`src/rtl/button_conditioner.sv`:
```
// Multi-channel push-button conditioner: synchroniser, debounce FSM and
// press / auto-repeat / continuous pulse generation per button.
module btn_channel #(
  parameter int SYNC_STAGES     = 2,
  parameter int DEBOUNCE_CYCLES = 1_000_000,
  parameter int MCEN_DELAY      = 50_000_000,
  parameter int MCEN_PERIOD     = 10_000_000,
  parameter int CCEN_PERIOD     = 10_000_000
) (
  input  logic clk,
  input  logic reset_n,
  input  logic button,
  output logic dpb,
  output logic scen,
  output logic mcen,
  output logic ccen
);
  localparam int DW  = (DEBOUNCE_CYCLES > 1) ? $clog2(DEBOUNCE_CYCLES) : 1;
  localparam int CW  = (CCEN_PERIOD > 1) ? $clog2(CCEN_PERIOD) : 1;
  localparam int MDW = (MCEN_DELAY > 1) ? $clog2(MCEN_DELAY) : 1;
  localparam int MPW = (MCEN_PERIOD > 1) ? $clog2(MCEN_PERIOD) : 1;
  localparam int MW  = (MDW > MPW) ? MDW : MPW;

  typedef enum logic [1:0] {IDLE, CONFIRM_PRESS, HELD, CONFIRM_RELEASE} state_t;

  logic [SYNC_STAGES-1:0] sync;
  logic                   s;
  state_t                 state, state_nxt;
  logic [DW-1:0]          cnt, cnt_nxt;
  logic [CW-1:0]          ccnt, ccnt_nxt;
  logic [MW-1:0]          mcnt, mcnt_nxt;
  logic                   mph, mph_nxt;   // 0: waiting out the initial delay, 1: periodic
  logic                   dpb_q, dpb_nxt, sc_q, sc_nxt, mc_q, mc_nxt, cc_q, cc_nxt;

  assign s = sync[SYNC_STAGES-1];

  always_ff @(posedge clk or negedge reset_n) begin
    if (!reset_n) sync <= '0;
    else          sync <= {sync[SYNC_STAGES-2:0], button};
  end

  always_comb begin
    state_nxt = state;
    cnt_nxt   = cnt;
    ccnt_nxt  = ccnt;
    mcnt_nxt  = mcnt;
    mph_nxt   = mph;
    dpb_nxt   = dpb_q;
    sc_nxt    = 1'b0;
    mc_nxt    = 1'b0;
    cc_nxt    = 1'b0;
    case (state)
      IDLE: if (s) begin
        state_nxt = CONFIRM_PRESS;
        cnt_nxt   = '0;
      end
      CONFIRM_PRESS: begin
        if (!s) state_nxt = IDLE;
        else if (cnt == DW'(DEBOUNCE_CYCLES - 1)) begin
          state_nxt = HELD;
          dpb_nxt   = 1'b1;
          sc_nxt    = 1'b1;
          mc_nxt    = 1'b1;
          cc_nxt    = 1'b1;
          ccnt_nxt  = '0;
          mcnt_nxt  = '0;
          mph_nxt   = 1'b0;
        end else cnt_nxt = cnt + DW'(1);
      end
      HELD: begin
        if (!s) begin
          state_nxt = CONFIRM_RELEASE;
          cnt_nxt   = '0;
        end
        // every cycle spent in HELD advances the hold time, including the exit cycle
        if (ccnt == CW'(CCEN_PERIOD - 1)) begin
          ccnt_nxt = '0;
          cc_nxt   = 1'b1;
        end else ccnt_nxt = ccnt + CW'(1);
        if (!mph) begin
          if (mcnt == MW'(MCEN_DELAY - 1)) begin
            mcnt_nxt = '0;
            mph_nxt  = 1'b1;
            mc_nxt   = 1'b1;
          end else mcnt_nxt = mcnt + MW'(1);
        end else begin
          if (mcnt == MW'(MCEN_PERIOD - 1)) begin
            mcnt_nxt = '0;
            mc_nxt   = 1'b1;
          end else mcnt_nxt = mcnt + MW'(1);
        end
      end
      CONFIRM_RELEASE: begin
        if (s) state_nxt = HELD;
        else if (cnt == DW'(DEBOUNCE_CYCLES - 1)) begin
          state_nxt = IDLE;
          dpb_nxt   = 1'b0;
        end else cnt_nxt = cnt + DW'(1);
      end
      default: state_nxt = IDLE;
    endcase
  end

  always_ff @(posedge clk or negedge reset_n) begin
    if (!reset_n) begin
      state <= IDLE;
      cnt   <= '0;
      ccnt  <= '0;
      mcnt  <= '0;
      mph   <= 1'b0;
      dpb_q <= 1'b0;
      sc_q  <= 1'b0;
      mc_q  <= 1'b0;
      cc_q  <= 1'b0;
    end else begin
      state <= state_nxt;
      cnt   <= cnt_nxt;
      ccnt  <= ccnt_nxt;
      mcnt  <= mcnt_nxt;
      mph   <= mph_nxt;
      dpb_q <= dpb_nxt;
      sc_q  <= sc_nxt;
      mc_q  <= mc_nxt;
      cc_q  <= cc_nxt;
    end
  end

  // Output stage: acceptance lands SYNC_STAGES+DEBOUNCE_CYCLES+1 edges after the input edge
  always_ff @(posedge clk or negedge reset_n) begin
    if (!reset_n) begin
      dpb  <= 1'b0;
      scen <= 1'b0;
      mcen <= 1'b0;
      ccen <= 1'b0;
    end else begin
      dpb  <= dpb_q;
      scen <= sc_q;
      mcen <= mc_q;
      ccen <= cc_q;
    end
  end
endmodule

module button_conditioner #(
  parameter int NUM_BTNS        = 4,
  parameter int SYNC_STAGES     = 2,
  parameter int DEBOUNCE_CYCLES = 1_000_000,
  parameter int MCEN_DELAY      = 50_000_000,
  parameter int MCEN_PERIOD     = 10_000_000,
  parameter int CCEN_PERIOD     = 10_000_000
) (
  input  logic                clk,
  input  logic                reset_n,
  input  logic [NUM_BTNS-1:0] buttons,
  output logic [NUM_BTNS-1:0] DPBs,
  output logic [NUM_BTNS-1:0] SCENs,
  output logic [NUM_BTNS-1:0] MCENs,
  output logic [NUM_BTNS-1:0] CCENs
);
  for (genvar i = 0; i < NUM_BTNS; i++) begin : g_ch
    btn_channel #(
      .SYNC_STAGES    (SYNC_STAGES),
      .DEBOUNCE_CYCLES(DEBOUNCE_CYCLES),
      .MCEN_DELAY     (MCEN_DELAY),
      .MCEN_PERIOD    (MCEN_PERIOD),
      .CCEN_PERIOD    (CCEN_PERIOD)
    ) u_ch (
      .clk    (clk),
      .reset_n(reset_n),
      .button (buttons[i]),
      .dpb    (DPBs[i]),
      .scen   (SCENs[i]),
      .mcen   (MCENs[i]),
      .ccen   (CCENs[i])
    );
  end
endmodule

```
`config.mk`:
```
export PLATFORM = sky130hd
export DESIGN_NAME = button_conditioner
export DESIGN_NICKNAME = d
export VERILOG_FILES = /design/src/rtl/button_conditioner.sv
export SDC_FILE = /design/constraint.sdc
export NUM_CORES = 1
export LEC_CHECK = 0
export CAP_MARGIN = 10
export CORE_MARGIN = 8
export CORE_UTILIZATION = 40
export DETAILED_ROUTE_END_ITERATION = 12
export DONT_BUFFER_PORTS = 1
export HOLD_SLACK_MARGIN = 0.02
export PLACE_DENSITY = 0.59
export REMOVE_ABC_BUFFERS = 1
export SLEW_MARGIN = 25
export SYNTH_ARGS = -nofsm -noshare
export SYNTH_HDL_FRONTEND = slang
export SYNTH_SLANG_ARGS = --single-unit
```
`constraint.sdc`:
```
create_clock -name clk -period 5.5 [get_ports clk]
set_input_delay 0 -clock clk [delete_from_list [all_inputs] [get_ports clk]]
set_output_delay 0 -clock clk [all_outputs]
set_load 0.005 [all_outputs]
```
==> Word level (Yosys, flattened, before mapping) <==
Index checks and enable logic that the tools add are counted.
{ "totals": {"regBits": 332, "input_bits": 6, "elab_cells": 316} }
{ "op_classes": {"add_sub_neg": 12, "n_eq_ne": 60, "mux": 160, "reduce_logical": 28} }
{ "ops": {"columns": ["cell", "n"], "rows": [
  ["26-bit two-way mux", 20],
  ["20-bit two-way mux", 20],
  ["20-bit one-hot mux with 4 select lines", 4],
  ["24-bit two-way mux", 12],
  ["26-bit one-hot mux with 2 select lines", 4],
  ["24-bit one-hot mux with 2 select lines", 4],
  ["26-bit by 1-bit adder with 26-bit output, second input constant", 4],
  ["26-bit by 24-bit equality test with 1-bit output, second input constant", 4],
  ["26-bit equality test, second input constant", 4],
  ["24-bit by 1-bit adder with 24-bit output, second input constant", 4],
  ["24-bit equality test, second input constant", 4],
  ["20-bit by 1-bit adder with 20-bit output, second input constant", 4],
  ["20-bit equality test, second input constant", 4],
  ["1-bit two-way mux", 52],
  ["2-bit two-way mux", 24],
  ["2-bit by 1-bit inequality test with 1-bit output, second input constant", 16],
  ["1-bit one-hot mux with 2 select lines", 16],
  ["2-bit one-hot mux with 4 select lines", 4],
  ["4-bit AND reduction", 8],
  ["5-bit AND reduction", 4],
  ["2-bit equality test, second input constant", 8],
  ["2-bit inequality test, second input constant", 8],
  ["2-bit nonzero test", 8],
  ["3-bit by 1-bit inequality test with 1-bit output, second input constant", 4],
  ["other kinds (4)", 16]
]} }

==> Depth between registers and ports, before layout <==
{ "depth": {"depth_word": 4, "ltp_mapped": 9} }

==> Modules after synthesis <==
From an unflattened synthesis, not the netlist that was laid out.
{ "hier_totals": {"cells_unflattened": 2095, "hier_area_um2": 19157.1} }
{ "modules_own_cells": {"columns": ["mod", "instances", "cells_each", "area_per_inst_um2", "seq_area_each_um2"], "rows": [
  ["btn_channel (g_ch[0].u_ch ...)", 3, 526, 4827.1, 2077.0],
  ["btn_channel (g_ch[3].u_ch)", 1, 517, 4675.7, 2077.0]
]} }

==> Least setup slack after synthesis <==
Ideal clock, no wire load.
{ "synth_timing": {"path_kind": "register to register", "start": "register g_ch[3].u_ch.mcnt[7]", "end": "register g_ch[3].u_ch.mcnt[15]", "t_arrival_ns": 2.170, "slack_ns": 3.196, "stages_incl_launch_ff": 9, "n_path_buf": 3, "synth_period_minus_slack_ns": 2.304, "cell_sequence": "dfrtp_1 buf_6 or4b_1 or4_4 a211o_1 buf_6 buf_6 a32oi_1 o41ai_1"} }
{ "synth_between": {"elab_chain_cells": 4, "elab_cells_between_ends": 7} }
{ "synth_lines": {"columns": ["element", "line_no", "source"], "rows": [
  ["start, declared", "31", "logic [MW-1:0] mcnt, mcnt_nxt;"],
  ["start signal, assigned", "119", "mcnt <= mcnt_nxt;"],
  ["26-bit by 1-bit adder with 26-bit output (tied with other cells)", "85, 90", null],
  ["26-bit two-way mux, on equally long branches", "81, 87", null],
  ["26-bit two-way mux *", "80", "if (!mph) begin"],
  ["26-bit one-hot mux with 2 select lines *", "52", "case (state)"]
]} }
Every way passes the cells marked *; elsewhere a longest branch is shown, timed or not.
A chain may end at the register's enable or synchronous reset.

==> Worst setup path after layout <==
{ "layout_timing": {"start": "register g_ch[2].u_ch.cnt[12]", "end": "register g_ch[2].u_ch.mcnt[16]"} }
{ "layout_between": {"elab_chain_cells": 3} }
{ "layout_lines": {"columns": ["element", "line_no", "source"], "rows": [
  ["start, declared", "29", "logic [DW-1:0] cnt, cnt_nxt;"],
  ["start signal, assigned", "117", "cnt <= cnt_nxt;"],
  ["20-bit equality test", "59", "else if (cnt == DW'(DEBOUNCE_CYCLES - 1)) begin"],
  ["2-bit by 1-bit inequality test with 1-bit output (no line)", null, null],
  ["3-bit AND reduction (no line)", null, null],
  ["end signal, assigned", "119", null],
  ["end, declared", "31", null]
]} }
Every way passes these cells.

==> flow_summary.json <==
{
  "final_period_demand_of_the_worst_path_ns": 3.36,
  "final.hold.worst_slack_ns": -0.839,
  "ys_warn_count": 0,
  "timing.final.ws_setup_ns": 2.14,
  "crit_path_start_kind": "flip-flop",
  "fp.dieW_um": 235,
  "reported_max_cap_violation_count": 0,
  "min-delay-path-class": "input port to async pin",
  "ctsHoldBuffers": 8,
  "status": "complete, but fails checks",
  "cts_tree": "built",
  "worstMarginPinSlew_ns": 1.06,
  "tritoncts.num_buffers": 42,
  "cts_max_path_buffers": 3,
  "grt_start_max_net_pins": 333,
  "htree_num_levels": 2,
  "floorplan.initialDensity_pct": 40.3,
  "drt_pre_antenna_iters": 5,
  "hold_violations": 332,
  "cts_root_buffer": "sky130_fd_sc_hd__clkbuf_16",
  "finalWeightedCongestion": 0.840,
  "edff_count_synth": 0,
  "maxSlewHeadroom_pct": 29.0,
  "area.growth.synth_to_final_pct": 10.0,
  "timing.critical_path.required_ns": 5.94,
  "power.static_leakage_nw": 8.29,
  "grt_pass1_vias": 15883,
  "design.portCount": 22,
  "post-route-period-util_pct": 61.1,
  "violations": "hold timing",
  "timing.critical_path.to_type": "flip-flop",
  "fin_total_pwr_w": 0.00796,
  "netlist-cell-type-count": 81,
  "cts.sinks": 332,
  "cts.clk_slew.worst_paths_ns": 0.06,
  "cts_setup_buffers": 0,
  "detailed_place_hpwl_mm": 28.6,
  "synth_async_sr_flop_share_pct": 100,
  "clk-insertion-delay-late_ns": 0.56,
  "setup.worst_path.class": "flip-flop to flip-flop",
  "routed_via_density": 6.09,
  "fin_util_pct": 44.3,
  "critical_path_peak_fanout": 22,
  "dr_total_vias": 16584,
  "post_synth_instance_area_mm2": 0.0191,
  "final_setup_fails": 0,
  "timing.clock.skew_ns": 0.0121,
  "avgRoutedWirePerCell_um": 16.9,
  "grt_antenna_before_repair": 0,
  "filler_cell_count": 4564,
  "sequential_fraction_of_the_synthesis_area_pct": 43.5,
  "cellPowerDensity_mw_per_mm2": 378,
  "setup.reg_to_reg.worst_slack_ns": 2.14,
  "antenna_cells_inserted": 0,
  "synth.avg_cell_area_um2": 8.95,
  "rsz_0062_raised_after_global_routing": "false",
  "floorplan.die_area_mm2": 0.0550,
  "globalRoute.totalOverflow": 0,
  "place_worst_setup_slack_ns": 2.08,
  "gr-usage-all-layers_pct": 16.3,
  "dr.first_iter.drc_count": 1506,
  "die_height_um": 235,
  "fp-row-count": 80,
  "irDropWorstVdd_uv": 257,
  "grt_pass1_wl_mm": 79.0,
  "crit_arrival_ns": 3.80,
  "layout-drive-gt1-share_pct": 6.27,
  "num-nets-final": 2108,
  "routed_wl_mm": 45.9,
  "core_area_mm2": 0.0474,
  "tns_ns": 0,
  "synth-main-ff-cell": "sky130_fd_sc_hd__dfrtp_1",
  "cts_resized": 0,
  "final_antenna_net_count": 0,
  "flop_and_latch_count_out_of_synthesis": 332,
  "fmax_mhz": 297,
  "final_report_max_slew_violation_count": 0,
  "syn-instance-count": 2135,
  "drc": 0,
  "place.port_buffers": 0
}
[critical path, cell delays in order (launching register included)]
cell,delay (ns)
sky130_fd_sc_hd__dfrtp_1,0.43
sky130_fd_sc_hd__or4_1,0.59
sky130_fd_sc_hd__nor3_1,0.40
sky130_fd_sc_hd__a21o_1,0.46
sky130_fd_sc_hd__nand3_1,0.79
sky130_fd_sc_hd__o41ai_1,0.57
[layout by cell type, fill, tap and decap left out, types with 27 or more instances in the layout]
cell | netlist | final
sky130_fd_sc_hd__a31oi_1 | 41 | 41
sky130_fd_sc_hd__nand2_1 | 178 | 178
sky130_fd_sc_hd__clkbuf_16 | 0 | 45
sky130_fd_sc_hd__inv_1 | 61 | 61
sky130_fd_sc_hd__o22ai_1 | 30 | 30
sky130_fd_sc_hd__and2_1 | 38 | 38
sky130_fd_sc_hd__nor4_1 | 33 | 31
sky130_fd_sc_hd__nor2_1 | 127 | 127
sky130_fd_sc_hd__and3_1 | 59 | 59
sky130_fd_sc_hd__or4_1 | 38 | 38
sky130_fd_sc_hd__a21oi_1 | 94 | 92
sky130_fd_sc_hd__o21ai_0 | 126 | 126
sky130_fd_sc_hd__ha_1 | 28 | 27
sky130_fd_sc_hd__dfrtp_1 | 332 | 332
sky130_fd_sc_hd__or3_1 | 37 | 37
sky130_fd_sc_hd__a22o_1 | 35 | 35
sky130_fd_sc_hd__o31ai_1 | 74 | 74
sky130_fd_sc_hd__nand3_1 | 160 | 160
sky130_fd_sc_hd__nand4_1 | 97 | 97
sky130_fd_sc_hd__a21o_1 | 34 | 34
sky130_fd_sc_hd__nor3_1 | 51 | 50
[Yosys cell counts (all sizes together), types with 6 or more instances]
| library cell | count | area share, % |
|---|---|---|
| nand2 | 178 | 3.5 |
| nand4 | 97 | 3.2 |
| a31oi | 41 | 1.3 |
| nor4b | 15 | 0.69 |
| nor3b | 13 | 0.51 |
| buf | 47 | 1.5 |
| o31a | 6 | 0.27 |
| or4 | 39 | 1.6 |
| o22ai | 30 | 0.98 |
| a21boi | 8 | 0.31 |
| and3 | 59 | 1.9 |
| and4 | 21 | 0.96 |
| a32oi | 25 | 1.2 |
| clkbuf | 83 | 1.6 |
| o31ai | 76 | 3.0 |
| a41oi | 6 | 0.27 |
| or2 | 10 | 0.33 |
| nor3 | 51 | 1.3 |
| nand3 | 161 | 4.2 |
| or3 | 37 | 1.2 |
| xnor2 | 17 | 0.78 |
| nand2b | 22 | 0.72 |
| a22o | 35 | 1.6 |
| nand4b | 8 | 0.37 |
| mux2i | 24 | 1.3 |
| a21oi | 94 | 2.5 |
| o211ai | 11 | 0.43 |
| or4b | 11 | 0.58 |
| o311ai | 7 | 0.32 |
| ha | 28 | 1.8 |
| o21a | 7 | 0.27 |
| and2 | 40 | 1.3 |
| nor2b | 16 | 0.52 |
| nor4bb | 8 | 0.42 |
| nor2 | 127 | 2.5 |
| a21o | 34 | 1.3 |
| a22oi | 16 | 0.63 |
| o21ai | 127 | 3.3 |
| dfrtp | 332 | 43 |
| nor4 | 34 | 1.1 |
| o41ai | 10 | 0.46 |
| inv | 61 | 1.2 |
[power by group]
part / leakage [nW] / switching (W) / internal, W / total, W
logic: 2.97 / 0.00167 / 0.000679 / 0.00235
clock network: 0.736 / 0.00109 / 0.00182 / 0.00291
registers: 4.58 / 0.000134 / 0.00255 / 0.00269
total: 8.29 / 0.00290 / 0.00506 / 0.00796
[cells by family after synthesis]
kind of cell               after synthesis  share of synthesized area, %
and+or+nand+nor                        963                          27.9
AOI/OAI and AO/OA                      575                          20.2
adders and majority gates               28                          1.83
xor gates and xnor gates                19                         0.870
muxes                                   26                          1.37
DFF                                    332                          43.5
buffers and inverters                  192                          4.39
[worst paths after layout]
kind                                       from                    end  depth (start not counted)
min in group clk              g_ch[2].u_ch.sc_q      g_ch[2].u_ch.scen                          0
max reg2reg                g_ch[2].u_ch.cnt[12]  g_ch[2].u_ch.mcnt[16]                          5
max                        g_ch[2].u_ch.cnt[12]  g_ch[2].u_ch.mcnt[16]                          5
max in group asynchronous               reset_n    g_ch[1].u_ch.cnt[4]                          0
min reg2reg                   g_ch[2].u_ch.sc_q      g_ch[2].u_ch.scen                          0
min                                     reset_n    g_ch[2].u_ch.cnt[4]                          0
[through the flow]
step	cells	hold WS [ns]	instance area (µm²)
finish	2721	-0.839	21000
global route	2721	-0.872	21000
CTS	2721	-0.877	21000
detailed placement	2637	-0.268	19500
global placement	2637	-0.276	19500
floorplan	2005	-0.296	18500
[registers in the layout, indices dropped and copies added, names as in the netlist, named ones only]
name,count
g_ch.u_ch.cc_q,4
g_ch.u_ch.ccen,4
g_ch.u_ch.ccnt,96
g_ch.u_ch.cnt,80
g_ch.u_ch.dpb,4
g_ch.u_ch.dpb_q,4
g_ch.u_ch.mc_q,4
g_ch.u_ch.mcen,4
g_ch.u_ch.mcnt,104
g_ch.u_ch.mph,4
g_ch.u_ch.sc_q,4
g_ch.u_ch.scen,4
g_ch.u_ch.state,4
g_ch.u_ch.sync,8
[cell type report]
type | count | area, µm² | share of cell area, %
clock buffers | 58 | 1250 | 5.97
flip-flops and latches | 332 | 8310 | 39.5
repair buffers | 25 | 208 | 0.987
multi-input cells | 1611 | 10000 | 47.7
clock inverters | 18 | 221 | 1.05
well taps | 615 | 769 | 3.66
inverters | 62 | 233 | 1.11
[metal layers]
layer / up-vias / part of all wire (%) / global-route usage (%)
met4: 0 / 2.1 / 5.42
met1: 8153 / 48 / 22.0
met2: 339 / 46 / 26.5
met3: 72 / 3.6 / 2.36
met5: - / 0 / 0
li1: 8020 / - / -
Power figures use the tool's default switching activity.
